**src/rtl/debounce_multi.sv**
```systemverilog
// Multi-channel push-button/switch debouncer. Each channel has a 2-FF synchroniser, its own
// saturating stability counter, a registered clean level and one-cycle rise/fall pulses.
module debounce_multi #(
  parameter int unsigned NCH    = 4,
  parameter int unsigned NDELAY = 300000,
  parameter int unsigned NBITS  = 19,
  parameter logic        INIT   = 1'b0
) (
  input  logic           clk,
  input  logic           reset,
  input  logic           tick,
  input  logic [NCH-1:0] noisy,
  output logic [NCH-1:0] clean,
  output logic [NCH-1:0] rise,
  output logic [NCH-1:0] fall,
  output logic           busy
);

  localparam logic [NBITS-1:0] MaxCnt = NBITS'(NDELAY);

  logic [NCH-1:0]   s1_q, s1_d;
  logic [NCH-1:0]   s2_q, s2_d;
  logic [NCH-1:0]   xnew_q, xnew_d;
  logic [NCH-1:0]   clean_q, clean_d;
  logic [NCH-1:0]   rise_q, rise_d;
  logic [NCH-1:0]   fall_q, fall_d;
  logic             busy_q, busy_d;
  logic [NBITS-1:0] cnt_q [NCH];
  logic [NBITS-1:0] cnt_d [NCH];

  always_comb begin
    s1_d    = noisy;
    s2_d    = s1_q;
    xnew_d  = xnew_q;
    clean_d = clean_q;
    cnt_d   = cnt_q;
    for (int i = 0; i < NCH; i++) begin
      // A change of the synchronised input always restarts the count, even with tick low.
      if (s2_q[i] != xnew_q[i]) begin
        xnew_d[i] = s2_q[i];
        cnt_d[i]  = '0;
      end else if (tick && (cnt_q[i] == MaxCnt) && (clean_q[i] != xnew_q[i])) begin
        clean_d[i] = xnew_q[i];
      end else if (tick && (cnt_q[i] != MaxCnt)) begin
        cnt_d[i] = cnt_q[i] + NBITS'(1);
      end
    end
    rise_d = clean_d & ~clean_q;
    fall_d = ~clean_d & clean_q;
    busy_d = |(xnew_d ^ clean_d);
  end

  always_ff @(posedge clk or posedge reset) begin
    if (reset) begin
      s1_q    <= {NCH{INIT}};
      s2_q    <= {NCH{INIT}};
      xnew_q  <= {NCH{INIT}};
      clean_q <= {NCH{INIT}};
      rise_q  <= '0;
      fall_q  <= '0;
      busy_q  <= 1'b0;
      for (int i = 0; i < NCH; i++) begin
        cnt_q[i] <= '0;
      end
    end else begin
      s1_q    <= s1_d;
      s2_q    <= s2_d;
      xnew_q  <= xnew_d;
      clean_q <= clean_d;
      rise_q  <= rise_d;
      fall_q  <= fall_d;
      busy_q  <= busy_d;
      cnt_q   <= cnt_d;
    end
  end

  assign clean = clean_q;
  assign rise  = rise_q;
  assign fall  = fall_q;
  assign busy  = busy_q;

endmodule

```
**config.mk**
```make
export PLATFORM = sky130hd
export DESIGN_NAME = debounce_multi
export DESIGN_NICKNAME = d
export VERILOG_FILES = /design/src/rtl/debounce_multi.sv
export SDC_FILE = /design/constraint.sdc
export NUM_CORES = 1
export LEC_CHECK = 0
export ABC_AREA = 1
export CAP_MARGIN = 40
export CORE_UTILIZATION = 62
export DETAILED_ROUTE_END_ITERATION = 8
export PLACE_DENSITY = 0.82
export SLEW_MARGIN = 5
export SYNTH_ARGS = -nofsm -noshare
export SYNTH_HDL_FRONTEND = slang
export SYNTH_SLANG_ARGS = --single-unit
```
**constraint.sdc**
```tcl
create_clock -name clk -period 4.25 [get_ports clk]
set_input_delay 0.6375 -clock clk [delete_from_list [all_inputs] [get_ports clk]]
set_output_delay 0.6375 -clock clk [all_outputs]
set_load 0.05 [all_outputs]
```
==> results of run 1 <==
state kept, by name, summed over array words and instances, names as in the netlist:
signal,count
busy,1
clean,4
cnt_q,76
fall,4
rise,4
s1_q,4
s2_q,4
xnew_q,4
through the flow:
step | hold slack (ps) | worst slack [ps]
after floorplan | 331.2 | 965.4
after global placement | 331.7 | 1759
after detailed placement | 335.5 | 1723
after CTS | 357.9 | 1966
after global routing | 364.6 | 1930
final | 356.4 | 1990
per-layer routing:
metal | vias up | GRT usage, % | wire length (um)
li1 | 2559 | - | -
met4 | 0 | 12.56 | 293
met1 | 2416 | 34.60 | 5595
met2 | 124 | 45.20 | 6027
met5 | - | 0 | 0
met3 | 26 | 5.014 | 481
cells in the mapped netlist (8+ instances only):
| library cell | instances |
|---|---|
| nand3_1 | 79 |
| o21ai_0 | 33 |
| nand2_2 | 9 |
| o21ai_1 | 8 |
| xor2_1 | 25 |
| inv_1 | 102 |
| nand4_1 | 35 |
| o21ai_2 | 8 |
| nand2_1 | 160 |
| ha_1 | 16 |
| a21oi_1 | 10 |
| nor2_1 | 107 |
| dfrtp_1 | 101 |
| o31ai_1 | 9 |
| nor3_1 | 26 |
layout make-up:
class / count / area share, %
clock buffer: 9 / 1.947
clock inverter: 5 / 0.5899
inverter: 107 / 6.488
multi-input combinational: 555 / 45.50
sequential: 101 / 39.72
tap: 129 / 2.536
timing repair buffer: 21 / 3.225
path summary, 6_finish.rpt:
path                                      startpoint                     to  cells past startpoint
worst max-delay path              clean[0]$_DFF_PP0_               clean[0]                      1
worst min-delay path               s1_q[0]$_DFF_PP0_      s2_q[0]$_DFF_PP0_                      0
worst max register to register  cnt_q[0]$_DFFE_PP0P_  cnt_q[16]$_DFFE_PP0P_                     12
worst min register to register     s1_q[0]$_DFF_PP0_      s2_q[0]$_DFF_PP0_                      0
max in group asynchronous                      reset  cnt_q[75]$_DFFE_PP0P_                      3
min in group asynchronous                      reset  cnt_q[62]$_DFFE_PP0P_                      2
logic make-up after synthesis:
kind of cell,Yosys count,share of synthesized area (%)
simple gates,438,33.89
compound gates,73,7.299
fa+ha+maj,16,3.366
buf+inv,122,8.835
flops,101,42.49
xor+xnor,28,4.123
power by group through the flow:
stage,combinational [mW],clock [mW],sequential [mW]
after floorplan,0.191,0,1.03
after CTS,0.240,0.559,1.01
final,0.237,0.548,1.01
after global placement,0.230,0,1.03
after detailed placement,0.237,0,1.03
after global routing,0.267,0.595,1.02
==> results.sh, run 1 <==
export IMPL_setup_worst_path_start_class="flop"
export IMPL_drt_vias_per_instance=5.529
export IMPL_required_ps=3610
export IMPL_die_area_sq_um=9990
export IMPL_cts_tree="yes"
export IMPL_fillCellCount=796
export IMPL_comb_power_share_pct=13.2
export IMPL_synth_async_reset_ratio_pct=100.0
export IMPL_cts_sinks=101
export IMPL_vdd_ir_drop_worst_mv=0.3038
export IMPL_finClkSkew_ps=14.90
export IMPL_cts_buffers=9
export IMPL_antenna_found_initial=0
export IMPL_power_leakage_nw=2.776
export IMPL_setup_viol=0
export IMPL_initial_core_util_pct=64.07
export IMPL_holdBufCountCts=0
export IMPL_critical_path_buf_inv_count=1
export IMPL_drt_wirelength_per_cell_um=13.37
export IMPL_grt_ovfl_total=0
export IMPL_yosysUniqueCellTypes=42
export IMPL_drive_above_1_share_pct=7.143
export IMPL_internal_power_mw=1.257
export IMPL_maxCapViolCount=0
export IMPL_antenna_cells=0
export IMPL_final_cell_mix="nand2_1 (160), nor2_1 (107), inv_1 (101), dfrtp_1 (101), nand3_1 (79)"
export IMPL_crit_arrival_ps=1620
export IMPL_synth_edff_count=0
export IMPL_p_clk_share_pct=30.5
export IMPL_hold_class="flop to flop"
export IMPL_die_h_um=99.95
export IMPL_via_count=5125
export IMPL_utilization_pct=68.54
export IMPL_p_switching_mw=0.5414
export IMPL_relSlewSlack_pct=53.62
export IMPL_status="finished clean"
export IMPL_crit_family="buffers and inverters"
export IMPL_min_period_over_period_pct=53.19
export IMPL_cts_resized=0
export IMPL_syn_area_per_cell_sq_um=7.646
export IMPL_max_stage_delay_ps=820
export IMPL_clkTransAtPathRegs_ps=100
export IMPL_yosys_warnings=0
export IMPL_fmax_mhz=442.4
export IMPL_area_delta_synth_final_pct=6.984
export IMPL_io_pin_count=20
export IMPL_stdcell_area_sq_um=6364
export IMPL_port_buffers=19
export IMPL_worst_path_max_fanout=3
export IMPL_syn_inst=778
export IMPL_ys_seq_elements=101
export IMPL_slowest_stage="clkdlybuf4s50_1"
export IMPL_drt_drc_violations_left=0
export IMPL_nets=818
export IMPL_final_seq_area_sq_um=2527
export IMPL_switching_share_pct=30.10
export IMPL_syn_area_sq_um=5948
export IMPL_hold_viol_final=0
export IMPL_placed_area_sq_um=6202
export IMPL_crit_type="flop to output port"
export IMPL_cp_cell_sequence="clkdlybuf4s50_1"
export IMPL_worst_pin_slew_ps=695.8
export IMPL_seqPwrFrac_pct=56.3
export IMPL_insertion_delay_ps=380
export IMPL_rows=35
export IMPL_dp_hpwl_um=9250
export IMPL_placedCellCount=913
export IMPL_grt_pass1_vias=4958
export IMPL_die_w_um=99.95
export IMPL_final_common_cell="nand2_1"
export IMPL_finalSetupTns_ps=0
export IMPL_htree_levels=3
export IMPL_grt_max_degree=60
export IMPL_clk_path_buf_depth=2
export IMPL_ant_nets=0
export IMPL_drv_slew=0
export IMPL_synth_nets=801
export IMPL_routed_wl_um=12400
export IMPL_yosys_area_top_type_share_pct=42.49
export IMPL_synth_area_leaders="dfrtp_1 (42%), nand2_1 (10%), nor2_1 (6.8%), nand3_1 (6.6%), inv_1 (6.4%)"
export IMPL_multi_input_area_sq_um=2895
export IMPL_grt_pass1_wl_um=21620
export IMPL_core_sq_um=9284
export IMPL_root_buffer="clkbuf_8"
export IMPL_rsz0062_at_grt="no"
export IMPL_synth_flop_cell="dfrtp_1"
export IMPL_grt_usage_pct=27.17
export IMPL_powerDensity_nw_per_um2=282.7
export IMPL_power_total_mw=1.799
export IMPL_gp_congestion=0.9243
export IMPL_drtPass1Iterations=5
export IMPL_fin_cells=927
export IMPL_drt_iter0_drc=227
export IMPL_yosysSeqAreaShare_pct=42.49
export IMPL_crit_path_end_kind="output port"
export IMPL_synth_top_area_cell="dfrtp_1"
export IMPL_ff2ff_setup_slack_ps=2160
export IMPL_period_minus_slack_ps=2260
export IMPL_cts_setup_buffers=0
Note: power is estimated with default switching activity, not from simulation.
==> run 2, diff against run 1 <==
clock period = 2.35 ns   (was 4.25 ns; I/O delays follow)
==> run 2 against run 1 <==
  * First-iteration DRC count up 3.5%
  * Global-route usage up 1.1 points
  * Die area unchanged
  * Sequential share of layout area down 0.58 points
  * Combinational power up 92%
  * Flip-flop and latch count unchanged
  * Worst setup slack worse by 1700 ps
  * Critical path type is now flop to flop
  * Largest cell class unchanged
==> results.sh, run 2 (synthesis results as in run 1) <==
export IMPL_port_buffers=19
export IMPL_startpoint="cnt_q[57]$_DFFE_PP0P_"
export IMPL_die_area_sq_um=9990
export IMPL_required_ps=2620
export IMPL_slowest_stage="dfrtp_1"
export IMPL_worst_pin_slew_ps=566.9
export IMPL_ant_nets=0
export IMPL_crit_type="flop to flop"
export IMPL_routed_wl_met3_um=653
export IMPL_largest_register_ff_count=76
export IMPL_cp_cell_sequence="inv_1 -> ha_1 -> nand2_1 -> inv_1 -> nand2_1 -> nor2_1 -> nand2_1 -> nand2_1 -> nor2_1 -> nand2_1 -> nand2_1 -> nand2_1 -> nor2_1"
export IMPL_holdBufCountCts=0
export IMPL_cts_setup_buffers=0
export IMPL_top_layer="met4"
export IMPL_endpoint="cnt_q[70]$_DFFE_PP0P_"
export IMPL_grt_pass1_vias=5063
export IMPL_whs_path_depth=0
export IMPL_status="finished clean"
export IMPL_crit_path_end_kind="flop"
export IMPL_hold_class="flop to flop"
export IMPL_initial_core_util_pct=64.07
export IMPL_setup_viol=0
export IMPL_grt_max_degree=102
export IMPL_worst_path_max_fanout=11
export IMPL_cts_resized=0
export IMPL_drt_drc_violations_left=0
export IMPL_p_switching_mw=0.9818
export IMPL_drt_iter0_drc=235
export IMPL_nets=822
export IMPL_max_stage_delay_ps=440
export IMPL_cts_tree="yes"
export IMPL_antenna_found_initial=0
export IMPL_regToRegStartpoint="cnt_q[57]$_DFFE_PP0P_"
export IMPL_io_pin_count=20
export IMPL_top_register="cnt_q"
export IMPL_p_clk_share_pct=34.4
export IMPL_relSlewSlack_pct=61.92
export IMPL_cp_depth=13
export IMPL_comb_power_share_pct=13.0
export IMPL_dp_hpwl_um=9356
export IMPL_die_h_um=99.95
export IMPL_final_cell_mix="nand2_1 (160), nor2_1 (107), inv_1 (101), dfrtp_1 (101), nand3_1 (79)"
export IMPL_drive_above_1_share_pct=7.721
export IMPL_final_common_cell="nand2_1"
export IMPL_area_delta_synth_final_pct=8.582
export IMPL_seqPwrFrac_pct=52.6
export IMPL_period_minus_slack_ps=2049
export IMPL_drt_vias_per_instance=5.586
export IMPL_cts_sinks=101
export IMPL_wl_met1_um=5683
export IMPL_die_w_um=99.95
export IMPL_vdd_ir_drop_worst_mv=0.3441
export IMPL_fillCellCount=766
export IMPL_core_sq_um=9284
export IMPL_rsz0062_at_grt="no"
export IMPL_grt_pass1_wl_um=22490
export IMPL_maxCapViolCount=0
export IMPL_grt_ovfl_total=0
export IMPL_rows=35
export IMPL_powerDensity_nw_per_um2=539.7
export IMPL_r2r_end="cnt_q[70]$_DFFE_PP0P_"
export IMPL_drt_wirelength_per_cell_um=13.83
export IMPL_min_period_over_period_pct=87.19
export IMPL_gp_congestion=0.9440
export IMPL_drv_slew=0
export IMPL_hold_viol_final=0
export IMPL_worst_r2r_path_depth=13
export IMPL_via_count=5206
export IMPL_critical_path_buf_inv_count=2
export IMPL_wl_met2_um=6260
export IMPL_clkTransAtPathRegs_ps=110
export IMPL_clk_path_buf_depth=2
export IMPL_antenna_cells=0
export IMPL_root_buffer="clkbuf_8"
export IMPL_drtPass1Iterations=5
export IMPL_cts_buffers=9
export IMPL_utilization_pct=69.57
export IMPL_finClkSkew_ps=22.79
export IMPL_crit_family="simple AND/OR/NAND/NOR gates"
export IMPL_insertion_delay_ps=380
export IMPL_crit_arrival_ps=2310
export IMPL_grt_usage_pct=28.26
export IMPL_finalSetupTns_ps=0
export IMPL_ff2ff_setup_slack_ps=300
export IMPL_cp_common_cell="nand2_1"
export IMPL_fmax_mhz=488.0
export IMPL_setup_worst_path_start_class="flop"
export IMPL_switching_share_pct=28.16
export IMPL_htree_levels=3
export IMPL_power_leakage_nw=2.819
export IMPL_internal_power_mw=2.504
export IMPL_routed_wl_um=12890
-- run 2: worst min-delay path by stage --
stage / to / startpoint
after floorplan: s2_q[0]$_DFF_PP0_ / s1_q[0]$_DFF_PP0_
after global placement: s2_q[3]$_DFF_PP0_ / s1_q[3]$_DFF_PP0_
after detailed placement: s2_q[1]$_DFF_PP0_ / s1_q[1]$_DFF_PP0_
after CTS: s2_q[1]$_DFF_PP0_ / s1_q[1]$_DFF_PP0_
after global routing: s2_q[1]$_DFF_PP0_ / s1_q[1]$_DFF_PP0_
final: s2_q[1]$_DFF_PP0_ / s1_q[1]$_DFF_PP0_
-- run 2: area by class of cell --
class	count	area, sq um	area share, %
Multi-Input combinational cell	555	2895	44.83
Inverter	107	414.1	6.412
Sequential cell	101	2527	39.13
Timing Repair Buffer	25	247.7	3.836
Clock buffer	9	123.9	1.918
Tap cell	129	161.4	2.499
Clock inverter	6	88.84	1.375
-- run 2: worst reg2reg max path, delay by kind of cell (launching register included) --
kind / cells / cell delay (ps)
simple gates: 10 / 1170
flops: 1 / 440
fa+ha+maj: 1 / 160
buf+inv: 2 / 150
-- run 2: metrics by stage --
| step | setup WS [ps] | area [sq um] | instances | hold slack [ps] | power (mW) |
|---|---|---|---|---|---|
| floorplan | 595.0 | 5952 | 778 | 331.2 | 2.201 |
| global placement | 359.9 | 6246 | 917 | 333.2 | 2.297 |
| detailed placement | 293.0 | 6246 | 917 | 336.4 | 2.320 |
| CTS | 310.4 | 6459 | 932 | 358.1 | 3.527 |
| global route | 82.56 | 6459 | 932 | 360.0 | 3.653 |
| finish | 301.0 | 6459 | 932 | 354.0 | 3.486 |
-- run 2: power groups by stage --
stage / clock network, mW / registers (mW) / logic, mW
final: 1.20 / 1.83 / 0.454
after global routing: 1.30 / 1.84 / 0.514
after CTS: 1.24 / 1.83 / 0.458
after detailed placement: 0 / 1.87 / 0.454
after global placement: 0 / 1.86 / 0.436
after floorplan: 0 / 1.86 / 0.346
-- run 2: routing by layer --
| layer | vias up | GRT usage [%] |
|---|---|---|
| li1 | 2560 | - |
| met1 | 2466 | 36.36 |
| met2 | 150 | 47.11 |
| met3 | 30 | 5.362 |
| met4 | 0 | 11.54 |
| met5 | - | 0 |
==> run 3, diff against run 2 <==
CORE_MARGIN = 2   (was not set)
CTS_CLUSTER_SIZE = 8   (was not set)
==> run 3 against run 2 <==
  * Count of clock-buffer cells in the layout is 1 higher
  * Fmax is 0.62% lower
  * First-iteration DRC count is 20% higher
  * Clock skew is 7.7 ps lower
  * Cell area is 0.89% higher
  * Wire length is 0.96% higher
  * Worst hold slack better by 1.5 ps
  * Combinational power is 2% higher
  * Sequential power hardly changed
  * Sequential share of layout area is 0.35 points lower
  * Highest routed layer unchanged
  * Critical path type unchanged
==> results.sh, run 3 (synthesis results as in run 1) <==
export IMPL_io_pin_count=20
export IMPL_hold_class="flop to flop"
export IMPL_routed_wl_um=13010
export IMPL_clkTransAtPathRegs_ps=100
export IMPL_stdcell_area_sq_um=6516
export IMPL_die_area_sq_um=10390
export IMPL_startpoint="cnt_q[19]$_DFFE_PP0P_"
export IMPL_power_leakage_nw=2.850
export IMPL_cts_tree="yes"
export IMPL_crit_type="flop to flop"
export IMPL_cts_setup_buffers=0
export IMPL_drt_iter0_drc=282
export IMPL_hp_start="s1_q[3]$_DFF_PP0_"
export IMPL_rsz0062_at_grt="no"
export IMPL_cts_sinks=101
export IMPL_top_layer="met4"
export IMPL_wl_met2_um=6375
export IMPL_final_cell_mix="nand2_1 (160), nor2_1 (107), inv_1 (101), dfrtp_1 (101), nand3_1 (79)"
export IMPL_fmax_mhz=485.0
export IMPL_crit_path_end_kind="flop"
export IMPL_placed_area_sq_um=6269
export IMPL_status="finished clean"
export IMPL_nets=825
export IMPL_drv_slew=0
export IMPL_setup_viol=0
export IMPL_drt_vias_per_instance=5.596
export IMPL_grt_pass1_wl_um=22400
export IMPL_via_count=5238
export IMPL_grt_max_degree=46
export IMPL_worst_r2r_path_depth=7
export IMPL_antenna_found_initial=0
export IMPL_wl_met1_um=5540
export IMPL_top_register="cnt_q"
export IMPL_hold_viol_final=0
export IMPL_crit_arrival_ps=2350
export IMPL_root_buffer="clkbuf_8"
export IMPL_cts_buffers=9
export IMPL_maxCapViolCount=0
export IMPL_core_sq_um=9284
export IMPL_cts_resized=0
export IMPL_finClkSkew_ps=15.10
export IMPL_ant_nets=0
export IMPL_whs_ps=355.5
export IMPL_insertion_delay_ps=380
export IMPL_die_w_um=102.0
export IMPL_grt_pass1_vias=4959
export IMPL_period_minus_slack_ps=2062
export IMPL_worst_pin_slew_ps=586.9
export IMPL_grt_ovfl_total=0
export IMPL_drt_wirelength_per_cell_um=13.90
export IMPL_drtPass1Iterations=5
export IMPL_holdBufCountCts=0
export IMPL_setup_worst_path_start_class="flop"
export IMPL_die_h_um=102.0
export IMPL_fin_cells=936
export IMPL_initial_core_util_pct=64.07
export IMPL_placedCellCount=920
export IMPL_port_buffers=19
export IMPL_vdd_ir_drop_worst_mv=0.3809
export IMPL_power_total_mw=3.641
export IMPL_largest_register_ff_count=76
export IMPL_final_seq_area_sq_um=2527
export IMPL_antenna_cells=0
export IMPL_whs_path_depth=0
export IMPL_grt_usage_pct=27.04
export IMPL_fillCellCount=758
export IMPL_regToRegStartpoint="cnt_q[19]$_DFFE_PP0P_"
export IMPL_routed_wl_met3_um=743
export IMPL_powerDensity_nw_per_um2=558.8
export IMPL_clk_path_buf_depth=2
export IMPL_htree_levels=3
export IMPL_drive_above_1_share_pct=8.178
export IMPL_drt_drc_violations_left=0
export IMPL_dp_hpwl_um=9583
export IMPL_relSlewSlack_pct=60.57
export IMPL_finalSetupTns_ps=0
export IMPL_worst_path_max_fanout=8
export IMPL_multi_input_area_sq_um=2895
export IMPL_gp_congestion=0.9108
export IMPL_min_period_over_period_pct=87.73
export IMPL_rows=35
export IMPL_final_common_cell="nand2_1"
export IMPL_required_ps=2640
export IMPL_area_delta_synth_final_pct=9.550
==> run 3: changes by cell type in the layout (fill, tap and decap cells not counted) <==
cell and delta:
buf_4 +3, bufinv_16 +1, clkbuf_8 +1, clkinv_4 -1
==> run 3: cell type report <==
cell class / instances / area share, %
Inverter: 107 / 6.356
Sequential cell: 101 / 38.79
Tap cell: 129 / 2.477
Clock inverter: 6 / 1.690
Clock buffer: 10 / 2.112
Timing Repair Buffer: 28 / 4.147
Multi-Input combinational cell: 555 / 44.43
==> run 3: path summary, 6_finish.rpt <==
| path | to | slack [ps] |
|---|---|---|
| max | cnt_q[35]$_DFFE_PP0P_ | 290 |
| min | s2_q[3]$_DFF_PP0_ | 360 |
| max reg2reg | cnt_q[35]$_DFFE_PP0P_ | 290 |
| min reg2reg | s2_q[3]$_DFF_PP0_ | 360 |
| max in group asynchronous | rise[3]$_DFF_PP0_ | 1330 |
| min in group asynchronous | cnt_q[25]$_DFFE_PP0P_ | 370 |
==> run 3: worst max-delay path, cell delays in order (launching register included) <==
cell and delay [ps]:
dfrtp_1 440, ha_1 380, nand3_1 190, nor3_1 350, nand3_1 190, xor2_1 210, nand3_1 110, o21ai_0 100
==> run 3: per-stage QoR <==
stage               util (%)  setup slack, ps
global placement       67.52            327.3
detailed placement     67.52            277.3
global route           70.19            87.11
floorplan                  -            595.0
CTS                    70.19            282.3
finish                 70.19            288.3
==> run 3: power by group <==
part           leakage, nW  switching, mW  total, mW  internal, mW
registers             1.35         0.0489       1.83          1.78
logic                 1.38          0.331      0.462         0.131
clock network        0.119          0.613       1.35         0.734
==> run 3: per-layer routing <==
layer / GRT usage, % / up-vias
met4: 10.56 / 0
met2: 45.24 / 171
met3: 4.925 / 40
met5: 0 / -
li1: - / 2574
met1: 35.10 / 2453
